$ cat src/rtl/matrix_transpose_sched.sv
// matrix_transpose_sched: sequencing controller for the matrix transpose engine.
// Loads one NUM_MG x NUM_PE chunk row-major from the input stream, triggers the
// engine, waits for completion and drains the result row-major. It repeats this
// for num_chunks chunks, stepping the chunk address by CHUNK_SIZE each time.
// Optional build macro: MT_SCHED_WATCHDOG_EN adds a WAIT-state watchdog that
// sets the sticky err flag and abandons the job after TIMEOUT_CYCLES cycles.
//
// state | meaning
// ------+-----------------------------------------------------------
// IDLE  | waiting for start; job parameters captured on start
// LOAD  | accepting elements and writing them into the input array
// TRIG  | one-cycle engine trigger (eng_ctrl / eng_in_val)
// WAIT  | waiting for the engine completion pulse
// DRAIN | streaming the engine output array row-major
// NEXT  | chunk_done pulse; advance to next chunk or finish the job
module matrix_transpose_sched #(
    parameter int DATA_WIDTH     = 64,
    parameter int NUM_MG         = 64,
    parameter int NUM_PE         = NUM_MG,
    parameter int ADDR_WIDTH     = 64,
    parameter int CHUNK_SIZE     = 64,
    parameter int CNT_WIDTH      = 16,
    parameter int TIMEOUT_CYCLES = 1024,
    localparam int IW = $clog2(NUM_MG),
    localparam int JW = $clog2(NUM_PE)
) (
    input  logic                  clk,
    input  logic                  rst,
    input  logic                  start,
    input  logic [ADDR_WIDTH-1:0] base_addr,
    input  logic [CNT_WIDTH-1:0]  num_chunks,
    output logic                  busy,
    input  logic                  in_valid,
    output logic                  in_ready,
    input  logic [DATA_WIDTH-1:0] in_data,
    output logic                  load_we,
    output logic [IW-1:0]         load_sel_i,
    output logic [JW-1:0]         load_sel_j,
    output logic [DATA_WIDTH-1:0] load_data,
    output logic                  eng_ctrl,
    output logic                  eng_in_val,
    output logic [ADDR_WIDTH-1:0] eng_base_addr,
    output logic [ADDR_WIDTH-1:0] eng_chunk_addr,
    input  logic                  eng_out_val,
    output logic [IW-1:0]         rd_sel_i,
    output logic [JW-1:0]         rd_sel_j,
    input  logic [DATA_WIDTH-1:0] rd_data,
    output logic                  out_valid,
    input  logic                  out_ready,
    output logic [DATA_WIDTH-1:0] out_data,
    output logic                  out_last,
    output logic                  chunk_done,
    output logic                  err
);

    typedef enum logic [2:0] {
        S_IDLE, S_LOAD, S_TRIG, S_WAIT, S_DRAIN, S_NEXT
    } state_t;

    state_t                state;
    logic [IW-1:0]         row_idx;
    logic [JW-1:0]         col_idx;
    logic [CNT_WIDTH-1:0]  chunk_idx;
    logic [CNT_WIDTH-1:0]  num_chunks_q;
    logic [ADDR_WIDTH-1:0] base_q;
    logic [ADDR_WIDTH-1:0] chunk_addr_q;
    logic                  row_last;
    logic                  col_last;

    assign row_last = (row_idx == IW'(NUM_MG - 1));
    assign col_last = (col_idx == JW'(NUM_PE - 1));

    assign busy           = (state != S_IDLE);
    assign eng_in_val     = eng_ctrl;
    assign eng_base_addr  = base_q;
    // Running sum instead of chunk_idx*CHUNK_SIZE; identical modulo 2^ADDR_WIDTH.
    assign eng_chunk_addr = chunk_addr_q;
    // The read select is the live index, so it holds still while out_ready is low.
    assign rd_sel_i       = row_idx;
    assign rd_sel_j       = col_idx;
    assign out_data       = out_valid ? rd_data : '0;
    assign out_last       = out_valid & row_last & col_last;

`ifdef MT_SCHED_WATCHDOG_EN
    localparam int WD_W = (TIMEOUT_CYCLES > 1) ? $clog2(TIMEOUT_CYCLES) : 1;
    logic [WD_W-1:0] wd_cnt;
    logic            wd_expired;
    assign wd_expired = (wd_cnt == '0);
`else
    logic unused_timeout;
    assign unused_timeout = |TIMEOUT_CYCLES;
    assign err = 1'b0;
`endif

    // Sequencer FSM with registered strobes, indices and job context.
    always_ff @(posedge clk or negedge rst) begin
        if (!rst) begin
            state        <= S_IDLE;
            row_idx      <= '0;
            col_idx      <= '0;
            chunk_idx    <= '0;
            num_chunks_q <= '0;
            base_q       <= '0;
            chunk_addr_q <= '0;
            in_ready     <= 1'b0;
            load_we      <= 1'b0;
            load_sel_i   <= '0;
            load_sel_j   <= '0;
            load_data    <= '0;
            eng_ctrl     <= 1'b0;
            out_valid    <= 1'b0;
            chunk_done   <= 1'b0;
`ifdef MT_SCHED_WATCHDOG_EN
            wd_cnt       <= '0;
            err          <= 1'b0;
`endif
        end else begin
            load_we    <= 1'b0;
            eng_ctrl   <= 1'b0;
            chunk_done <= 1'b0;
            case (state)
                S_IDLE: begin
                    if (start) begin
                        base_q       <= base_addr;
                        chunk_addr_q <= base_addr;
                        num_chunks_q <= (num_chunks == '0) ? CNT_WIDTH'(1) : num_chunks;
                        chunk_idx    <= '0;
                        row_idx      <= '0;
                        col_idx      <= '0;
                        in_ready     <= 1'b1;
                        state        <= S_LOAD;
`ifdef MT_SCHED_WATCHDOG_EN
                        err          <= 1'b0;
`endif
                    end
                end
                S_LOAD: begin
                    if (in_valid && in_ready) begin
                        load_we    <= 1'b1;
                        load_sel_i <= row_idx;
                        load_sel_j <= col_idx;
                        load_data  <= in_data;
                        if (row_last && col_last) begin
                            row_idx  <= '0;
                            col_idx  <= '0;
                            in_ready <= 1'b0;
                            state    <= S_TRIG;
                        end else if (col_last) begin
                            col_idx <= '0;
                            row_idx <= row_idx + IW'(1);
                        end else begin
                            col_idx <= col_idx + JW'(1);
                        end
                    end
                end
                S_TRIG: begin
                    eng_ctrl <= 1'b1;
                    state    <= S_WAIT;
`ifdef MT_SCHED_WATCHDOG_EN
                    wd_cnt   <= WD_W'(TIMEOUT_CYCLES - 1);
`endif
                end
                S_WAIT: begin
                    if (eng_out_val) begin
                        row_idx   <= '0;
                        col_idx   <= '0;
                        out_valid <= 1'b1;
                        state     <= S_DRAIN;
                    end
`ifdef MT_SCHED_WATCHDOG_EN
                    else if (wd_expired) begin
                        err   <= 1'b1;
                        state <= S_IDLE;
                    end else begin
                        wd_cnt <= wd_cnt - WD_W'(1);
                    end
`endif
                end
                S_DRAIN: begin
                    if (out_ready) begin
                        if (row_last && col_last) begin
                            out_valid  <= 1'b0;
                            chunk_done <= 1'b1;
                            state      <= S_NEXT;
                        end else if (col_last) begin
                            col_idx <= '0;
                            row_idx <= row_idx + IW'(1);
                        end else begin
                            col_idx <= col_idx + JW'(1);
                        end
                    end
                end
                S_NEXT: begin
                    chunk_idx <= chunk_idx + CNT_WIDTH'(1);
                    if (chunk_idx + CNT_WIDTH'(1) == num_chunks_q) begin
                        state <= S_IDLE;
                    end else begin
                        chunk_addr_q <= chunk_addr_q + ADDR_WIDTH'(CHUNK_SIZE);
                        row_idx      <= '0;
                        col_idx      <= '0;
                        in_ready     <= 1'b1;
                        state        <= S_LOAD;
                    end
                end
                default: state <= S_IDLE;
            endcase
        end
    end

endmodule

$ cat config.mk
export PLATFORM = sky130hd
export DESIGN_NAME = matrix_transpose_sched
export DESIGN_NICKNAME = d
export VERILOG_FILES = /design/src/rtl/matrix_transpose_sched.sv
export SDC_FILE = /design/constraint.sdc
export NUM_CORES = 1
export LEC_CHECK = 0
export ABC_AREA = 1
export ABC_CLOCK_PERIOD_IN_PS = 2150
export CORE_AREA = 3 3 192 194
export DETAILED_ROUTE_END_ITERATION = 10
export DIE_AREA = 0 0 195 197
export PLACE_DENSITY = 0.81
export SYNTH_ARGS = -nofsm -noshare
export SYNTH_HDL_FRONTEND = slang
export SYNTH_SLANG_ARGS = --single-unit
$ cat constraint.sdc
create_clock -name clk -period 2.15 [get_ports clk]
set_input_delay 0.43 -clock clk [delete_from_list [all_inputs] [get_ports clk]]
set_output_delay 0.43 -clock clk [all_outputs]
set_load 0.03 [all_outputs]
==> results.ini, run 1 <==
[final_layout]
multi_input_area_sq_um=6710
layout.nets=2749
fill_cells=3012
diodes=0
final_cells=3013
syn_to_final_growth_pct=59.7
seq_area_sq_um=6410
drive_above_1_share_pct=14.7

[floorplanning]
rows=69
die_area_sq_um=38400
ios=503
fp.coreArea_sq_um=35400
die_y_um=197
start_util_pct=38.4
die_w_um=195

[power_and_ir_drop]
p_leak_nw=11.0
ir_drop_v=0.000999
combPwrFrac_pct=55.3
clockPowerShare_pct=17.2
power_switching_share_pct=46.8
p_int_mw=16.5
p_sw_mw=14.5
p_per_area_nw_per_um2=1430
seq_power_share_pct=27.5
finalPower_mw=31.0

[clock_tree]
cts_sinks=256
clock_latency_ns=0.55
clk_path_buf_depth=3
cts_tree=built
clkTransAtPathRegs_ns=0.06
numCtsBuffers=28
htreeDepth=1
cts_root_buf=clkbuf_16

[critical_path]
arrival_ns=2.82
crit_end=eng_chunk_addr[10]
start_kind=flip-flop
worst_setup_path_end_kind=flip-flop
required_ns=2.58
r2r-start=chunk_idx[0]
worstSetupStartpoint=chunk_idx[0]
reg2reg_depth=17
path_class=reg2reg
rrSetupSlack_ns=-0.24
timing.rr.end=eng_chunk_addr[10]
critPathMaxFanout=8

[sta]
fin_ws_ns=-0.242
period_minus_slack_ns=2.39
tightest_slew_ns=0.599
relSlewSlack_pct=59.8
rsz0062_at_grt=true
setup-tns-final_ns=-15.18
maxSlewViolCount=0
fin_skew_ns=0.0195
period_share_pct=111
finalSetupViolCount=72
hold_viol=0
clock.fmax_ghz=0.418

[drt]
wl_per_cell_um=18.3
firstDrtPassIters=5
wl_um=55300
vias=15200
drtIter0Drc=984
drtAntennaViolNets=0
via_per_inst=5.05
drc=0

[yosys]
synth_most_common_cell=nand2_1
ys_warn_count=0
syn-num-nets=2163
syn_avg_cell_area_sq_um=6.99
ys.flop_type=dfrtp_1
ys_types=39
synth-async-reset-ratio_pct=100
yosysSeqAreaShare_pct=47.1
synth-edff-count=0
synth_common_cells=nand2_1, dfrtp_1, inv_1
netlist_area_sq_um=13600
synth.area.top_cells=dfrtp_1, nand2_1, nand3_1
synth_top_area_cell=dfrtp_1
yosysTopAreaCellShare_pct=47.1
ys_ff_latch=256
netlist_instances=1945

[placement]
dpl_worst_slack_ns=-0.214
port_buffers=501
dp_hpwl_um=41100
dp_cells=2933
gp_congestion=1.00

[global_route]
antenna_found_initial=0
grt.overflow.total=0
grt_usage_pct=26.8
grt_max_degree=98
first_global_vias=15000
grt_pass1_wl_um=83200

[status]
violations=setup timing
outcome=complete, but fails checks

[flow_run]
drv_cap=0

[worst_hold_path]
min_path_type=in2async

cells in the final DEF (no fill, tap or decap), types with 7 or more instances in the layout:
cell type / synthesis / layout
buf_12: 0 / 29
buf_4: 2 / 117
buf_6: 2 / 10
clkbuf_16: 0 / 35
clkbuf_2: 1 / 35
clkbuf_8: 0 / 7
clkdlybuf4s50_1: 0 / 367
dfrtp_1: 256 / 252
dlygate4sd2_1: 0 / 56
dlymetal6s2s_1: 0 / 8
inv_1: 179 / 176
nand2_1: 922 / 886
nand2_2: 3 / 29
nand2_4: 1 / 10
nand3_1: 137 / 87
nand3_2: 1 / 48
nand4_1: 15 / 15
nor2_1: 119 / 111
nor2_2: 5 / 7
nor2_4: 1 / 7
nor3_1: 33 / 31
o21ai_0: 95 / 94
o22ai_1: 9 / 9
xnor2_1: 21 / 21
xor2_1: 26 / 26
routing by layer:
metal	part of all wire, %	track usage (%)
met1	38	32.6
met2	50	46.9
met3	7.8	6.12
met4	4.3	9.77
met5	0	0
critical path, stage by stage, from the launching register on:
cell and delay (ns):
dfrtp_1 0.45, ha_4 0.19, buf_4 0.11, inv_1 0.03, nand2_1 0.08, nand2_1 0.10, nand2_1 0.07, nand2_1 0.06
nor2_2 0.11, nand2_1 0.08, nor2_2 0.10, nand3_2 0.10, nor2_4 0.14, nand3_4 0.15, buf_12 0.20, clkbuf_16 0.18
nand3_2 0.07, nand2_1 0.05
metrics by stage:
step	cell area, sq um	hold WS, ns	utilization, %
after floorplan	13600	0.134	-
after global placement	19900	0.385	56.3
after detailed placement	19900	0.390	56.3
after CTS	21200	0.396	59.9
after global routing	21700	0.422	61.4
final	21700	0.422	61.4
power groups by stage:
stage	combinational (mW)	sequential, mW	clock, mW
final	17.1	8.51	5.34
after detailed placement	16.7	8.48	0
after global placement	16.3	8.41	0
after CTS	16.7	8.44	5.45
after global routing	18.4	8.74	5.67
after floorplan	5.69	11.7	0
cell type report:
type	count	share of cell area (%)
well taps	461	2.66
inverters	184	3.19
clock buffers	39	3.84
flip-flops and latches	256	29.5
multi-input cells	1425	30.9
repair buffers	636	29.0
clock inverters	12	0.904
kinds of logic (layout without fill, tap and decap cells):
family                     count (synthesis)  in the layout  synth area share [%]
DFF                                      256            256                  47.1
AOI/OAI and AO/OA                        121            121                  4.66
xor gates and xnor gates                  49             49                  3.36
adders and majority gates                  4              4                 0.368
buffers and inverters                    264            871                  7.53
other                                      1              1                0.0276
and+or+nand+nor                         1250           1250                  37.0
worst min path at each step:
stage | to | start | slack (ns)
after floorplan | chunk_done | rst | 0.13
after global placement | eng_chunk_addr[35] | rst | 0.39
after detailed placement | eng_chunk_addr[35] | rst | 0.39
after CTS | eng_chunk_addr[35] | rst | 0.40
after global routing | eng_chunk_addr[35] | rst | 0.42
final | eng_chunk_addr[35] | rst | 0.42
flip-flops by register name (all words and copies together), names as in the netlist, 16 cells and up:
signal and cells:
chunk_idx 16, eng_base_addr 64, eng_chunk_addr 64, load_data 64
num_chunks_q 16
timing repair:
item / in CTS / in global routing
buffers inserted: 10 / 14
hold endpoints to repair: 39 / 0
gates cloned: 4 / 7
pin swaps: 3 / 77
resized for setup: 145 / 179
hold buffers: 1 / 0
setup endpoints to repair: 166 / 133
Note: power is estimated with default switching activity, not from simulation.
==> run 2, diff against run 1 <==
--- a/config.mk
+++ b/config.mk
@@ -7,10 +7,10 @@
 export LEC_CHECK = 0
 export ABC_AREA = 1
 export ABC_CLOCK_PERIOD_IN_PS = 2150
-export CORE_AREA = 3 3 192 194
+export CORE_AREA = 2 2 197 199
 export DETAILED_ROUTE_END_ITERATION = 10
-export DIE_AREA = 0 0 195 197
-export PLACE_DENSITY = 0.81
+export DIE_AREA = 0 0 199 201
+export PLACE_DENSITY = 0.78
 export SYNTH_ARGS = -nofsm -noshare
 export SYNTH_HDL_FRONTEND = slang
 export SYNTH_SLANG_ARGS = --single-unit
==> run 2 against run 1 <==
The flow still finishes with violations (setup timing). Sequential power up 0.6%. Power down 1.6%. Register-to-register slack lost 0.03 ns. Largest cell class unchanged. Count of clock-buffer cells in the layout grew 2. Clock power fell by 14%. Clock skew grew 0.0041 ns. Critical endpoint is now eng_chunk_addr[27]. Die area increased by 4.1%. Final area grew 0.78%. Critical path depth fell by 2. Non-clock buffer count is 26 higher. Highest routed layer is now met5. Hold slack lost 0.0080 ns.
==> results.ini, run 2 (synthesis gave the netlist of run 1 again) <==
[global_route]
grt_pass1_wl_um=83700  ; +0.70%
grt_max_degree=67  ; -32%
grt_util_met1_pct=31.5  ; -1.1 points
grt_usage_pct=26.7  ; -0.14 points
grt-busiest-layer=met2
grt.overflow.total=0  ; unchanged
use_met2_pct=47.7  ; +0.82 points
use_met3_pct=5.53  ; -0.59 points
antenna_found_initial=1  ; +1
first_global_vias=15200  ; +1.3%

[clock_tree]
cts_sinks=256  ; unchanged
clkTransAtPathRegs_ns=0.06  ; about the same
htreeDepth=1  ; unchanged
numCtsBuffers=29  ; +3.6%
clock_latency_ns=0.56  ; about the same
cts_tree=built
clk_path_buf_depth=3  ; unchanged
cts_root_buf=clkbuf_16

[drt]
drc=0  ; unchanged
via_per_inst=4.94  ; -2.2%
drtIter0Drc=971  ; -1.3%
firstDrtPassIters=5  ; unchanged
wl_per_cell_um=18.0  ; -1.9%
drtAntennaViolNets=0  ; unchanged
vias=15300  ; +0.44%
wl_um=55700  ; +0.77%

[floorplanning]
start_util_pct=35.7  ; -2.7 points
fp.coreArea_sq_um=38100  ; +7.7%
rows=72  ; +4.3%
ios=503  ; unchanged
die_area_sq_um=40000  ; +4.1%
die_y_um=201  ; +2.0%
die_w_um=199  ; +2.1%

[critical_path]
start_kind=flip-flop
cp_num_buf_inv=3  ; -1
path_class=reg2reg
slowest_stage=dfrtp_1
path_cells=buf_4 -> ha_4 -> xnor2_1 -> o21ai_1 -> nor2_1 -> nand2_1 -> nor2_1 -> nand3_2 -> nor2_4 -> nand3_4 -> buf_12 -> nand2_8 -> clkbuf_16 -> nand2_1 -> nand2_1
cp_slowest_stage_delay_ns=0.38  ; -0.07 ns
required_ns=2.63  ; +0.05 ns
worst_setup_path_end_kind=flip-flop
critPathMostFrequentCell=nand2_1
critPathMaxFanout=7  ; -1
arrival_ns=2.90  ; +0.08 ns
cp_top_family=simple AND/OR/NAND/NOR gates

[final_layout]
drive_above_1_share_pct=15.5  ; +0.79 points
layout.nets=2777  ; +1.0%
layout_commonest_cell=nand2_1
syn_to_final_growth_pct=60.9
diodes=0  ; unchanged
fill_cells=3438  ; +14%
layout_common_cells=nand2_1, clkdlybuf4s50_1, dfrtp_1

[sta]
relSlewSlack_pct=47.7  ; -12 points
maxSlewViolCount=0  ; unchanged
finalSetupViolCount=74  ; +2.8%
fin_skew_ns=0.0236  ; +0.00411 ns
period_share_pct=113  ; +1.3 points
hold_viol=0  ; unchanged
period_minus_slack_ns=2.42  ; +0.0285 ns
clock.fmax_ghz=0.413  ; -1.2%
setup-tns-final_ns=-15.82  ; -0.638 ns
rsz0062_at_grt=true
fin_ws_ns=-0.270  ; -0.0285 ns
tightest_slew_ns=0.779  ; +0.179 ns

[power_and_ir_drop]
p_leak_nw=11.1  ; +0.41%
finalPower_mw=30.5  ; -1.6%
ir_drop_v=0.000905  ; -9.4%
p_per_area_nw_per_um2=1390  ; -2.4%

[worst_hold_path]
min_path_type=in2async

[status]
violations=setup timing
outcome=complete, but fails checks

[placement]
dp_hpwl_um=40500  ; -1.4%
gp_congestion=0.942  ; -5.9%
port_buffers=501  ; unchanged

[flow_run]
drv_cap=0  ; unchanged

-- run 2: metrics by stage --
stage	worst slack, ns	util (%)	hold slack (ns)	area (sq um)	instances
final	-0.270	57.4	0.414	21900	3095
after global routing	-0.393	57.4	0.412	21900	3095
after CTS	-0.258	57.2	0.400	21800	3083
after detailed placement	-0.180	52.7	0.403	20100	2992
after global placement	-0.100	52.7	0.399	20100	2992
after floorplan	0.00196	-	0.134	13600	1945
-- run 2: worst register-to-register path: cells and delay by family, from the launching register on --
family | cells | cell delay [ns]
adders and majority gates | 1 | 0.26
buffers and inverters | 3 | 0.54
xor gates and xnor gates | 1 | 0.11
DFF | 1 | 0.38
AOI/OAI and AO/OA | 1 | 0.09
and+or+nand+nor | 9 | 0.97
-- run 2: final timing paths --
| check | slack, ns | depth (start not counted) | startpoint | to |
|---|---|---|---|---|
| setup reg to reg | -0.27 | 15 | chunk_idx[0] | eng_chunk_addr[27] |
| max in group asynchronous | 1.06 | 3 | rst | load_data[11] |
| setup / recovery | -0.27 | 15 | chunk_idx[0] | eng_chunk_addr[27] |
| hold / removal | 0.41 | 2 | rst | eng_base_addr[44] |
| hold reg to reg | 0.47 | 2 | eng_base_addr[22] | eng_base_addr[22] |
| min in group clk | 0.42 | 3 | in_data[31] | load_data[31] |
-- run 2: power by group --
| part | leakage, nW | switching [mW] | internal (mW) |
|---|---|---|---|
| registers | 3.24 | 1.75 | 6.81 |
| clock network | 0.427 | 2.01 | 2.60 |
| logic | 7.41 | 10.8 | 6.52 |
-- run 2: layout make-up --
cell class	count	area [sq um]	share of cell area, %
clock buffers	41	811	3.70
clock inverters	8	43.8	0.200
inverters	184	692	3.16
multi-input cells	1426	6720	30.7
flip-flops and latches	256	6410	29.3
well taps	518	648	2.96
repair buffers	662	6560	29.9
-- run 2: what timing repair did --
| item | in CTS | in global routing |
|---|---|---|
| buffers inserted | 40 | 11 |
| endpoints found under the hold margin | 47 | 0 |
| hold buffers | 1 | 0 |
| pin swaps | 57 | 38 |
| gates cloned | 10 | 6 |
| setup endpoints to repair | 178 | 189 |
| gates resized for setup | 244 | 113 |
-- run 2: layer usage --
metal  wire length [um]  share of wire (%)
met5                 13              0.023
met3               4460                8.0
met1              21200                 38
met2              28000                 50
met4               1980                3.6
